`config.mk`:
```
export PLATFORM = sky130hd
export DESIGN_NAME = pwm_i2c_reg_bridge
export DESIGN_NICKNAME = d
export VERILOG_FILES = /design/src/rtl/pwm_i2c_pkg.sv /design/src/rtl/pwm_i2c_ptr.sv /design/src/rtl/pwm_i2c_reg_bridge.sv
export SDC_FILE = /design/constraint.sdc
export NUM_CORES = 1
export LEC_CHECK = 0
export ABC_AREA = 1
export BUFFER_PORTS_ARGS = -buffer_cell sky130_fd_sc_hd__buf_2
export CAP_MARGIN = 40
export CORE_MARGIN = 1
export CORE_UTILIZATION = 53
export DETAILED_ROUTE_END_ITERATION = 6
export GPL_TIMING_DRIVEN = 0
export PLACE_DENSITY_LB_ADDON = 0.2
export SLEW_MARGIN = 10
export SYNTH_ARGS = -nofsm -noshare
export SYNTH_HDL_FRONTEND = slang
export SYNTH_SLANG_ARGS = --single-unit
```
`constraint.sdc`:
```
create_clock -name clk_i -period 2.85 [get_ports clk_i]
set_input_delay 0.57 -clock clk_i [delete_from_list [all_inputs] [get_ports clk_i]]
set_output_delay 0.57 -clock clk_i [all_outputs]
set_load 0.02 [all_outputs]
```
`src/rtl/pwm_i2c_pkg.sv`:
```
// Shared types and constants for the PWM I2C register bridge.
// Optional feature macro: PWM_BRIDGE_AUTOINC_EN (pointer auto-increment).
package pwm_i2c_pkg;

    localparam int unsigned DEF_ADDR_W = 8;
    localparam int unsigned DEF_DATA_W = 16;

    // Byte returned when the master reads while a write is in progress
    localparam logic [7:0] TX_IDLE_BYTE = 8'hFF;

    typedef enum logic [2:0] {
        IDLE,
        PTR,
        WR_MSB,
        WR_LSB,
        RD_FETCH,
        RD_WAIT,
        RD_MSB,
        RD_LSB
    } state_t;

endpackage

```
`src/rtl/pwm_i2c_ptr.sv`:
```
// Register pointer: load from the pointer byte, optional increment with
// natural wrap at the top of the address space.
// Optional feature macro: PWM_BRIDGE_AUTOINC_EN (when undefined the pointer
// holds its loaded value, so repeated accesses target one register).
module pwm_i2c_ptr #(
    parameter int unsigned ADDR_W = 8
) (
    input  logic              clk_i,
    input  logic              rst_i,
    input  logic              load_i,
    input  logic [ADDR_W-1:0] load_val_i,
    input  logic              inc_i,
    output logic [ADDR_W-1:0] ptr_o
);

`ifdef PWM_BRIDGE_AUTOINC_EN
    localparam logic AUTOINC = 1'b1;
`else
    localparam logic AUTOINC = 1'b0;
`endif

    // Pointer register; load has priority over increment
    always_ff @(posedge clk_i or posedge rst_i) begin
        if (rst_i) begin
            ptr_o <= '0;
        end else if (load_i) begin
            ptr_o <= load_val_i;
        end else if (inc_i && AUTOINC) begin
            ptr_o <= ptr_o + ADDR_W'(1);
        end
    end

endmodule

```
`src/rtl/pwm_i2c_reg_bridge.sv`:
```
// I2C byte stream to 16-bit register access bridge.
// Pointer byte first, then data words MSB first; reads prefetch one word.
// Optional feature macro: PWM_BRIDGE_AUTOINC_EN (see pwm_i2c_ptr).
module pwm_i2c_reg_bridge
    import pwm_i2c_pkg::*;
#(
    parameter int unsigned ADDR_W = DEF_ADDR_W,
    parameter int unsigned DATA_W = DEF_DATA_W
) (
    input  logic              clk_i,
    input  logic              rst_i,
    input  logic              start_i,
    input  logic              rw_i,
    input  logic              stop_i,
    input  logic [7:0]        rx_byte_i,
    input  logic              rx_valid_i,
    input  logic              tx_req_i,
    output logic [7:0]        tx_byte_o,
    output logic              tx_valid_o,
    output logic [ADDR_W-1:0] addr_o,
    output logic [DATA_W-1:0] wdata_o,
    output logic              wr_en_o,
    output logic              rd_en_o,
    input  logic [DATA_W-1:0] rdata_i,
    output logic              busy_o
);

    state_t            state, state_nxt;
    logic [7:0]        msb_q;
    logic [DATA_W-1:0] rbuf_q;
    logic              tx_pend_q;
    logic              bus_evt;
    logic              ptr_load;
    logic              ptr_inc;

    assign bus_evt  = start_i | stop_i;
    assign ptr_load = (state == PTR) && rx_valid_i && !bus_evt;
    // Write completes on the strobe cycle; read completes when the LSB is requested
    assign ptr_inc  = wr_en_o || ((state == RD_LSB) && tx_req_i && !bus_evt);

    // addr_o is the pointer register itself, so it is valid during every strobe
    pwm_i2c_ptr #(.ADDR_W(ADDR_W)) u_ptr (
        .clk_i      (clk_i),
        .rst_i      (rst_i),
        .load_i     (ptr_load),
        .load_val_i (rx_byte_i[ADDR_W-1:0]),
        .inc_i      (ptr_inc),
        .ptr_o      (addr_o)
    );

    // Next-state selection; START beats STOP, both beat normal traffic
    always_comb begin
        state_nxt = state;
        if (start_i) begin
            state_nxt = rw_i ? RD_FETCH : PTR;
        end else if (stop_i) begin
            state_nxt = IDLE;
        end else begin
            case (state)
                PTR:      if (rx_valid_i) state_nxt = WR_MSB;
                WR_MSB:   if (rx_valid_i) state_nxt = WR_LSB;
                WR_LSB:   if (rx_valid_i) state_nxt = WR_MSB;
                RD_FETCH: state_nxt = RD_WAIT;
                RD_WAIT:  state_nxt = RD_MSB;
                RD_MSB:   if (tx_req_i || tx_pend_q) state_nxt = RD_LSB;
                RD_LSB:   if (tx_req_i) state_nxt = RD_FETCH;
                default:  state_nxt = state;
            endcase
        end
    end

    // State register, staging/read buffers and registered outputs.
    // rd_en_o is raised on entry to RD_FETCH so it lines up with that state.
    always_ff @(posedge clk_i or posedge rst_i) begin
        if (rst_i) begin
            state      <= IDLE;
            msb_q      <= '0;
            rbuf_q     <= '0;
            tx_pend_q  <= 1'b0;
            tx_byte_o  <= '0;
            tx_valid_o <= 1'b0;
            wdata_o    <= '0;
            wr_en_o    <= 1'b0;
            rd_en_o    <= 1'b0;
            busy_o     <= 1'b0;
        end else begin
            state      <= state_nxt;
            busy_o     <= (state_nxt != IDLE);
            rd_en_o    <= (state_nxt == RD_FETCH);
            wr_en_o    <= 1'b0;
            tx_valid_o <= 1'b0;

            if (tx_req_i && (state == PTR || state == WR_MSB || state == WR_LSB)) begin
                tx_byte_o  <= TX_IDLE_BYTE;
                tx_valid_o <= 1'b1;
            end

            if (bus_evt) begin
                tx_pend_q <= 1'b0;
            end else begin
                case (state)
                    WR_MSB: if (rx_valid_i) msb_q <= rx_byte_i;
                    WR_LSB: if (rx_valid_i) begin
                        wr_en_o <= 1'b1;
                        wdata_o <= {msb_q, rx_byte_i};
                    end
                    RD_FETCH: if (tx_req_i) tx_pend_q <= 1'b1;
                    RD_WAIT: begin
                        rbuf_q <= rdata_i;
                        if (tx_req_i) tx_pend_q <= 1'b1;
                    end
                    RD_MSB: if (tx_req_i || tx_pend_q) begin
                        tx_byte_o  <= rbuf_q[DATA_W-1 -: 8];
                        tx_valid_o <= 1'b1;
                        tx_pend_q  <= 1'b0;
                    end
                    RD_LSB: if (tx_req_i) begin
                        tx_byte_o  <= rbuf_q[7:0];
                        tx_valid_o <= 1'b1;
                    end
                    default: ;
                endcase
            end
        end
    end

endmodule

```
# Word level (Yosys, flattened, before mapping)
# Index checks and enable logic that the tools add are counted.
# word_totals
ff_bits,64
in_bits,31
output_inout_bits,36
word_cells,63
# op_classes
eq_ne,10
muxes,25
bitwise_logic,2
n_reduce_logical,15
# op_table
op,count
8-bit two-way mux,4
3-bit two-way mux,7
3-bit case mux with 6 select lines,1
8-bit case mux with 2 select lines,1
3-bit == test (second input constant),5
1-bit two-way mux,10
3-bit AND reduction,3
3-bit by 2-bit == test with 1-bit output (second input constant),2
3-bit nonzero test,2
1-bit case mux with 2 select lines,2
2-bit OR reduction,2
3-bit by 1-bit == test with 1-bit output (second input constant),1
1-bit logical AND,3
1-bit logical OR,3
3-bit by 1-bit inequality test with 1-bit output (second input constant),1
3-bit inequality test (second input constant),1
2-bit AND reduction,1
1-bit logical NOT,1
1-bit inverter,1
1-bit OR,1

# Logic depth before layout (Yosys ltp)
# logic_depth
ltp_word,8
ltp_mapped,9
depth_no_buf,7

# Cells and area by module
# A second synthesis with hierarchy kept.
# unflattened
hier_cells,287
hier_area_um2,2788.9
# by_module_without_submodules
module,instances,cells_per_inst,area_each_um2,seq_area_each_um2
pwm_i2c_reg_bridge,1,252,2479.9,1401.3
pwm_i2c_ptr,1,35,309.0,200.2

# Least setup slack after synthesis
# No wires, ideal clock.
# synth_timing
path_kind,input to register
start,input start_i
end,register msb_q[0]
setup_time_ps,118
t_arrival_ps,1390
required_time_ps,2732
slack_ps,1342
cell_stages,7
n_path_buf,2
path_cell_list,nor2_2 inv_1 or2_1 buf_6 buf_6 nand2_1 o21ai_2
# synth_via
elab_chain_len,3
# synth_rtl
element,line_no,source
"start, declared",pwm_i2c_reg_bridge.sv:12,"input logic start_i,"
1-bit OR,pwm_i2c_reg_bridge.sv:36,assign bus_evt = start_i | stop_i;
1-bit inverter (no source line),-,
3-bit AND reduction (no source line),-,
"end signal, assigned",pwm_i2c_reg_bridge.sv:102,WR_MSB: if (rx_valid_i) msb_q <= rx_byte_i;
"end, declared",pwm_i2c_reg_bridge.sv:29,logic [7:0] msb_q;
# No other way between the ends.
# A chain may end at the register's enable or synchronous reset.

# Worst setup path after layout
# layout_timing
start,register state[2]
end,register tx_byte_o[0]
# layout_via
elab_chain_len,8
word_cells_on_any_way,13
cone_classes,5 x eq/ne; 5 x mux; 3 x reduce/logical
# layout_rtl
element,line_no,source
"start, declared",pwm_i2c_reg_bridge.sv:28,"state_t state, state_nxt;"
"start signal, assigned",pwm_i2c_reg_bridge.sv:87,state <= state_nxt;
3-bit by 1-bit == test with 1-bit output / 3-bit by 2-bit == test with 1-bit output (equally long branches),pwm_i2c_reg_bridge.sv:93,if (tx_req_i && (state == PTR || state == WR_MSB || state == WR_LSB)) begin
1-bit logical OR (2 in a row),pwm_i2c_reg_bridge.sv:93,
1-bit logical AND,pwm_i2c_reg_bridge.sv:93,
8-bit two-way mux,pwm_i2c_reg_bridge.sv:93,
8-bit two-way mux (on tied branches),"pwm_i2c_reg_bridge.sv:117, pwm_i2c_reg_bridge.sv:112",
8-bit case mux with 2 select lines,pwm_i2c_reg_bridge.sv:101,case (state)
8-bit two-way mux (*),pwm_i2c_reg_bridge.sv:98,if (bus_evt) begin
"end signal, assigned",pwm_i2c_reg_bridge.sv:113,tx_byte_o <= rbuf_q[DATA_W-1 -: 8];
"end signal, assigned",pwm_i2c_reg_bridge.sv:118,tx_byte_o <= rbuf_q[7:0];
"end, declared",pwm_i2c_reg_bridge.sv:18,"output logic [7:0] tx_byte_o,"
# Mark *: on every way between the ends. The rest lies on a longest branch, timed or not.

==> metrics.cfg <==
[timing]
fmax_ghz=0.6683
period_minus_slack_ns=1.496
final_hold_viol_count=0
maxSlewHeadroom_pct=49.19
min_period_over_period_pct=52.50
setup_ws_ns=1.354
worstMarginPinSlew_ns=0.7621
setup_viol=0
rsz0062_at_grt=false
slew_viol_final=0
skew_ns=0.009998

[clocking]
cts-resized-gates=0
insertion_delay_ns=0.34
post_cts_buffers=0
cts.sinks=64
cts.reportedPaths.clkPinSlew_ns=0.07
numCtsBuffers=9
holdBufCountCts=0
cts_tree=yes
htree_num_levels=3
cts.path.max_buffers=2
cts_root_buf=clkbuf_8

[drt]
dr.pass1.iters=6
drc=0
vias=2102
routedWlPerCell_um=13.21
drtAntennaViolNets=0
via_per_inst=4.934
drt_first_iter_violations=163
totalWireLength_um=5627

[die]
io_pins=67
core_area_um2=4848
die_height_um=74
fp.dieW_um=74
rows=25
die_area_um2=5476
initial_core_util_pct=56.67

[synthesis]
syn-num-nets=309
syn_area_um2=2748
yosys_warnings=0
syn_inst=278
seq_area_frac_synth_pct=58.29
ys_ff_latch=64
avgSynthCellArea_um2=9.884
yosys.cell_types.count=27

[placed_design]
gp_congestion=0.8325
placed_cells=410
pre_cts_ws_ns=1.063
dp_hpwl_um=3927
portBuffers=65

[finish]
multi_input_area_um2=979.7
fillCellCount=387
syn_to_final_growth_pct=23.54
seq_area_um2=1602
final_net_count=385
stdcell_count=426
layout-drive-gt1-share_pct=35.65
antenna_cells=0

[global_routing]
top_usage_layer=met1
grt_pass1_vias=1905
grt_pass1_wl_um=9018
grt_use_met1_pct=34.60
antenna_found_initial=0
grt_usage_pct=22.68
grtUsageMet2_pct=29.80
grt_max_degree=65
overflow=0
met3_usage_pct=5.420

[critical_path]
worst_ep_required_time_ns=3.10
crit_arrival_ns=1.75
crit_path_start_kind=flop
setup.worst_path.end_class=flop
path_max_fanout=8
critPathKind=reg -> reg
worst-r2r-cell-count=6

[power_and_ir_drop]
power_per_cell_area_nw_per_um2=694.1
cellLeakagePower_nw=1.807
power_mw=2.356
peakVddDrop_mv=0.4670

[flow_run]
maxCapViolations=0

[run_status]
status=finished clean

[min_path]
hold_path_class=in -> async

power by group:
group | internal, mW | switching, mW | leakage [nW] | total, mW
clock network | 0.578 | 0.342 | 0.116 | 0.920
registers | 1.04 | 0.0751 | 0.810 | 1.11
logic | 0.140 | 0.186 | 0.881 | 0.326
routing by layer:
layer	wire length [um]	share of wire, %	vias up
li1	-	-	1058
met1	2813	50	965
met2	2432	43	69
met3	303	5.4	10
met4	78	1.4	0
met5	0	0	-
flip-flops by register name, summed over array words and instances (netlist names):
signal,cells
busy_o,1
msb_q,8
rbuf_q,16
rd_en_o,1
state,3
tx_byte_o,8
tx_pend_q,1
tx_valid_o,1
u_ptr.ptr_o,8
wdata_o,16
wr_en_o,1
layout make-up:
cell class / count / share of cell area (%)
buffer: 10 / 2.359
clock buffer: 10 / 3.760
clock inverter: 6 / 3.170
inverter: 23 / 2.617
multi-input combinational: 181 / 28.86
sequential: 64 / 47.18
tap: 67 / 2.470
timing repair buffer: 65 / 9.583
worst paths after layout:
path                            slack [ns]       start        endpoint
worst max-delay path                  1.35    state[2]    tx_byte_o[0]
worst min-delay path                  0.38       rst_i  u_ptr.ptr_o[6]
worst max register to register        1.35    state[2]    tx_byte_o[0]
worst min register to register        0.47    msb_q[7]     wdata_o[15]
max in group asynchronous             1.97       rst_i        state[2]
min in group clk_i                    0.46  rdata_i[0]       rbuf_q[0]
through the flow:
step                      setup TNS (ns)  hold slack (ns)  utilization, %  area [um^2]
final                                  0           0.3759           70.01         3395
after global routing                   0           0.4513           70.01         3395
after CTS                              0           0.3976           70.01         3395
after detailed placement               0           0.4538           65.16         3159
after global placement            -4.024           0.4547           65.11         3157
after floorplan                        0           0.4422               -         2748
cells in the mapped netlist, drive strengths merged:
| library cell | instances | share of area [%] |
|---|---|---|
| o21a | 1 | 0.27 |
| buf | 10 | 2.9 |
| or2 | 1 | 0.23 |
| a21oi | 4 | 0.73 |
| nand4 | 3 | 0.68 |
| o211ai | 1 | 0.27 |
| nor2 | 19 | 3.1 |
| mux2 | 16 | 6.8 |
| nor4 | 1 | 0.23 |
| nand3 | 24 | 4.7 |
| clkinv | 1 | 0.14 |
| o21ai | 32 | 6.9 |
| nand2 | 78 | 11 |
| dfrtp | 64 | 58 |
| o21bai | 1 | 0.41 |
| inv | 22 | 3.0 |
critical path, cell delays in order, from the launching register on:
cell,delay (ns)
dfrtp_1,0.53
nand2_4,0.08
nor2_1,0.39
nand3_1,0.16
nand2_1,0.14
nand2_1,0.05
o21ai_0,0.07
cell families (layout without fill, tap and decap cells):
family	Yosys count	after routing	synth area share, %
compound gates	39	39	8.607
buf+inv	33	114	6.056
flops	64	64	58.29
simple gates	126	126	20.22
mux	16	16	6.831
placed cells by master, fill, tap and decap left out, types with 2 or more instances in the layout:
master,synthesis,final
clkinv_2,0,2
clkbuf_8,0,9
mux2_4,2,2
o21ai_0,16,16
nand3_1,22,22
inv_1,18,17
mux2_2,14,14
buf_4,2,2
o21ai_1,8,8
nand2_1,75,75
nand2_4,2,2
nand3_2,2,2
inv_2,4,4
buf_2,4,69
o21ai_2,8,8
nor2_2,2,2
bufinv_16,0,3
a21oi_1,4,4
nand4_1,3,3
buf_6,4,4
nor2_1,16,16
dfrtp_1,64,64
Note: power is estimated with default switching activity, not from simulation.
